**config.mk**
```make
export PLATFORM = sky130hd
export DESIGN_NAME = div_config
export DESIGN_NICKNAME = d
export VERILOG_FILES = /design/src/rtl/div_config.sv
export SDC_FILE = /design/constraint.sdc
export NUM_CORES = 1
export LEC_CHECK = 0
export BUFFER_PORTS_ARGS = -buffer_cell sky130_fd_sc_hd__buf_2
export CORE_MARGIN = 3
export CORE_UTILIZATION = 55
export CTS_BUF_LIST = sky130_fd_sc_hd__clkbuf_2
export DETAILED_ROUTE_END_ITERATION = 12
export PLACE_DENSITY_LB_ADDON = 0.1
export SLEW_MARGIN = 20
export SYNTH_ARGS = -nofsm -noshare
export SYNTH_HDL_FRONTEND = slang
export SYNTH_SLANG_ARGS = --single-unit
```
**constraint.sdc**
```tcl
create_clock -name clk -period 3.45 [get_ports clk]
set_clock_uncertainty 0.05 [all_clocks]
set_input_delay 0.1725 -clock clk [delete_from_list [all_inputs] [get_ports clk]]
set_output_delay 0.1725 -clock clk [all_outputs]
set_load 0.03 [all_outputs]
```
**src/rtl/div_config.sv**
```systemverilog
`default_nettype none
// ============================================================================
//  Module      : div_config
//  Description : Sequential sign-magnitude restoring divider. It divides an
//                (M+N)-bit sign-magnitude dividend by an N-bit sign-magnitude
//                divisor and produces one quotient bit per clock. The results
//                are an M-bit sign-magnitude quotient, saturated with an
//                ovf flag, and an N-bit sign-magnitude remainder. A zero
//                divisor magnitude completes in one cycle with dz set.
//
//  Ports       : clk        system clock, rising edge
//                rst        asynchronous active-high reset
//                DIV_a      dividend  [M+N-1:0], MSB = sign
//                DIV_b      divisor   [N-1:0],   MSB = sign
//                DIV_start  request, sampled only while DIV_busy = 0
//                DIV_busy   division in progress
//                DIV_done   one-cycle completion pulse
//                quo        quotient  [M-1:0], sign-magnitude
//                rem        remainder [N-1:0], sign-magnitude
//                ovf        quotient magnitude saturated
//                dz         divide by zero
//
//  Revision    : 1.0 - initial release
// ============================================================================
module div_config #(
    parameter int M = 8,
    parameter int N = 8
) (
    input  logic             clk,
    input  logic             rst,
    input  logic [M+N-1:0]   DIV_a,
    input  logic [N-1:0]     DIV_b,
    input  logic             DIV_start,
    output logic             DIV_busy,
    output logic             DIV_done,
    output logic [M-1:0]     quo,
    output logic [N-1:0]     rem,
    output logic             ovf,
    output logic             dz
);

    // Dividend magnitude width; this is also the full quotient width
    localparam int W  = M + N - 1;
    localparam int CW = (W > 1) ? $clog2(W) : 1;

    typedef enum logic [0:0] {
        IDLE = 1'b0,
        CALC = 1'b1
    } state_t;

    state_t          r_state;
    logic [W-1:0]    r_a_mag;   // dividend magnitude, shifted out MSB first
    logic [N-2:0]    r_b_mag;   // divisor magnitude
    logic            r_sa;
    logic            r_sb;
    logic [CW-1:0]   r_cnt;
    logic [N-2:0]    r_prem;    // partial remainder, always < divisor
    logic [W-2:0]    r_q;       // quotient bits collected so far

    // One restoring step. The shifted value needs one guard bit above the
    // remainder width. A successful subtraction leaves a result below the
    // divisor, so the low N-1 bits of the modular difference are exact.
    logic [N-1:0]    w_shift;
    logic            w_qbit;
    logic [N-2:0]    w_diff;
    logic [N-2:0]    w_prem_next;
    logic [W-1:0]    w_q_next;
    logic            w_ovf;
    logic [M-2:0]    w_quo_mag;
    logic [N-2:0]    w_rem_mag;
    logic            w_b_zero;

    assign w_shift     = {r_prem, r_a_mag[W-1]};
    assign w_qbit      = (w_shift >= {1'b0, r_b_mag});
    assign w_diff      = w_shift[N-2:0] - r_b_mag;
    assign w_prem_next = w_qbit ? w_diff : w_shift[N-2:0];
    assign w_q_next    = {r_q, w_qbit};

    // Saturate when any quotient bit lands above the output magnitude range
    assign w_ovf       = |w_q_next[W-1:M-1];
    assign w_quo_mag   = w_ovf ? {(M-1){1'b1}} : w_q_next[M-2:0];
    assign w_rem_mag   = w_prem_next;
    assign w_b_zero    = (DIV_b[N-2:0] == '0);

    always_ff @(posedge clk or posedge rst) begin
        if (rst) begin
            r_state  <= IDLE;
            r_a_mag  <= '0;
            r_b_mag  <= '0;
            r_sa     <= 1'b0;
            r_sb     <= 1'b0;
            r_cnt    <= '0;
            r_prem   <= '0;
            r_q      <= '0;
            DIV_busy <= 1'b0;
            DIV_done <= 1'b0;
            quo      <= '0;
            rem      <= '0;
            ovf      <= 1'b0;
            dz       <= 1'b0;
        end else begin
            DIV_done <= 1'b0;
            case (r_state)
                IDLE: begin
                    if (DIV_start) begin
                        r_a_mag <= DIV_a[W-1:0];
                        r_b_mag <= DIV_b[N-2:0];
                        r_sa    <= DIV_a[M+N-1];
                        r_sb    <= DIV_b[N-1];
                        if (w_b_zero) begin
                            // Magnitude is all ones, so the sign is kept
                            DIV_done <= 1'b1;
                            dz       <= 1'b1;
                            ovf      <= 1'b0;
                            quo      <= {DIV_a[M+N-1] ^ DIV_b[N-1], {(M-1){1'b1}}};
                            rem      <= '0;
                        end else begin
                            r_state  <= CALC;
                            r_cnt    <= CW'(W - 1);
                            r_prem   <= '0;
                            r_q      <= '0;
                            DIV_busy <= 1'b1;
                        end
                    end
                end

                CALC: begin
                    r_a_mag <= {r_a_mag[W-2:0], 1'b0};
                    r_prem  <= w_prem_next;
                    r_q     <= w_q_next[W-2:0];
                    r_cnt   <= r_cnt - CW'(1);
                    if (r_cnt == '0) begin
                        r_state  <= IDLE;
                        DIV_busy <= 1'b0;
                        DIV_done <= 1'b1;
                        ovf      <= w_ovf;
                        dz       <= 1'b0;
                        // Zero magnitudes never carry a sign
                        quo      <= {(r_sa ^ r_sb) & (|w_quo_mag), w_quo_mag};
                        rem      <= {r_sa & (|w_rem_mag), w_rem_mag};
                    end
                end

                default: r_state <= IDLE;
            endcase
        end
    end

endmodule
`default_nettype wire
```
==> results by group <==
Drt
  – Vias per cell: 5.70
  – DRT Wirelength: 7420 um
  – DRC viols: 0
  – TritonRoute pass-1 iters: 4
  – Antenna-violating nets left: 0
  – DR WL/cell: 16.3 um
  – Total number of vias: 2,594
  – Detailed Route Iter0 Violations: 119

Clocking
  – Root buf cell: clkbuf_2
  – Post-CTS setup buffers: 0
  – CTS buffer count: 9
  – Htree depth: 3
  – Clock Latency Late Sink: 0.49 ns
  – Clock buffer depth: 2
  – # clock sinks: 70
  – # resized after CTS: 0
  – Hold_buf cts: 25
  – CTS tree: built
  – Reg clk slew, reported paths: 0.19 ns

Global route
  – Vias in the first global route: 2,638
  – Total Routing Usage GR: 23.0%
  – First-pass GRT wire length: 12,800 um
  – GRT overflow: 0
  – Largest net degree at the start of global routing: 48
  – Initial antenna violation count: 0

Layout
  – Antenna fix cells: 0
  – Area Growth Syn to Fin: 20.6%
  – Final core utilization: 70.0%
  – Fraction of layout cells with a size suffix above 1: 23.0%
  – Post-route insts no fill: 455
  – Final nets: 414

Setup path
  – Startpoint Class: flop
  – Worst flop-to-flop path startpoint: r_a_mag[14]
  – Critical path data arrival time: 2.80 ns
  – CP endpoint kind: flop
  – CP startpoint: r_a_mag[14]
  – Crit Path Category: reg2reg
  – CP max FO: 8
  – Worst EP required: 3.80 ns
  – Reg2Reg Setup Slack: 1.0 ns

Timing
  – Final setup vio count: 0
  – Slew margin rel.: 44.6%
  – Setup TNS: 0 ns
  – Worst setup margin: 0.996 ns
  – Unrepaired setup endpoints after global routing: no
  – Worst slew pin tran: 0.830 ns
  – Period utilization: 71.1%
  – FMAX: 0.408 GHz
  – Final Hold Viols: 0
  – Slew Viols, Final: 0
  – Tmin final: 2.45 ns

Power
  – Total Power: 4.09 mW
  – Worst vdd rail ir drop: 0.659 mV
  – Lkg Pwr: 1.81 nW
  – Power per Cell Area: 1040 nW/um^2

Synth
  – Synth Register Bits: 70
  – Syn Nets: 338
  – Avg Cell Area, Syn: 10.8 um^2
  – Top cells by area, synth: dfrtp_1, mux2i_1, a22o_1
  – Synth top area share: 53.8%
  – Synth Cell Area: 3260 um^2
  – EDFF count, synth: 0
  – Post-synth ARST share: 100%
  – Yosys warnings: 0
  – Post-synthesis sequential area ratio: 53.8%
  – Post-Syn Instances: 302
  – Top post-synthesis cells by count: dfrtp_1, nand2_1, o21ai_0
  – Main synth FF type: dfrtp_1
  – Cell variety after synth: 52
  – Most frequent cell after synthesis: dfrtp_1
  – Leading area contributor after synthesis: dfrtp_1

Die
  – Core region area: 5610 um^2
  – Ports: 47
  – Die height: 83.0 um
  – DIE WIDTH: 83.0 um
  – Die area: 6880 um^2
  – Std-Cell Rows: 27
  – Starting Density: 58.1%

Placement
  – I/O Buffers: 46
  – Final GP Congestion: 0.852
  – Place WS: 1.06 ns
  – Dpl cells: 414
  – Dpl hpwl: 4980 um

Run
  – Max-cap violations: 0

Outcome
  – Status: finished, final reports clean

Worst hold path
  – Origin of the worst min-delay path: DIV_start
  – Worst hold path type: in2reg
-- metrics by stage --
stage          hold WS [ns]  area (um^2)
6_report              0.167         3930
3_5_place_dp          0.335         3570
5_1_grt               0.184         3930
3_3_place_gp          0.331         3570
2_1_floorplan         0.239         3260
4_1_cts               0.149         3930
-- metal layers --
metal / global-route usage [%] / vias up / part of all wire (%)
li1: - / 1247 / -
met1: 28.7 / 1265 / 44
met2: 38.4 / 59 / 49
met3: 4.86 / 23 / 3.8
met4: 10.1 / 0 / 3.4
met5: 0 / - / 0
-- worst max-delay path, stage by stage (launching register included) --
cell,delay (ns)
dfrtp_1,0.44
inv_1,0.07
ha_1,0.15
inv_1,0.06
fa_1,0.40
nand3_1,0.17
a31oi_1,0.15
nor2_2,0.33
o31a_1,0.25
nand4_1,0.09
o31a_1,0.24
-- power breakdown --
group | internal, mW | switching, mW
clock | 0.174 | 0.285
sequential | 1.20 | 0.277
combinational | 0.872 | 1.27
total | 2.25 | 1.83
-- flip-flops by register name (all words and copies together) (netlist names), 4 cells and up --
signal	count
quo	8
r_a_mag	15
r_b_mag	7
r_cnt	4
r_prem	7
r_q	14
rem	8
-- cells by family after synthesis --
logic type	count (synthesis)	share of synthesized area, %
multiplexers	20	6.26
AND/OR/NAND/NOR	85	12.9
flip-flops	70	53.8
adder cells (fa/ha/maj)	9	3.69
XOR/XNOR	4	1.08
AO/OA/AOI/OAI	87	19.0
buffers and inverters	27	3.34
-- cell type report --
class | instances | area [um^2]
Clock buffer | 12 | 60.1
Clock inverter | 4 | 47.5
Fill cell | 475 | 1680
Inverter | 15 | 56.3
Multi-Input combinational cell | 205 | 1400
Sequential cell | 70 | 1750
Tap cell | 72 | 90.1
Timing Repair Buffer | 77 | 526
-- layout by cell type, fill, tap and decap left out, types with 2 or more instances in the layout --
cell type	instances
dfrtp_1	70
mux2i_1	17
nand4_1	2
inv_2	2
nor2b_1	2
nor3_1	4
nor2_1	12
xor2_1	2
inv_1	13
dlygate4sd3_1	25
nand2_1	41
a31oi_1	2
xnor2_1	2
nand2b_1	2
a22o_1	18
o21ai_0	28
a21oi_1	7
ha_1	8
clkinv_2	2
o21a_1	2
buf_2	46
buf_4	6
o22a_1	8
a21oi_2	2
mux2_2	3
nand3_1	4
o31a_1	2
nor3b_1	2
nor4_1	4
o21ai_1	7
or3_1	2
clkbuf_2	12
-- worst paths after layout --
check,endpoint,cells past startpoint
max in group asynchronous,rem[0],4
min in group asynchronous,rem[2],3
min,r_a_mag[0],3
max reg2reg,rem[7],10
max,rem[7],10
min reg2reg,r_a_mag[1],2
Power figures use the tool's default switching activity.
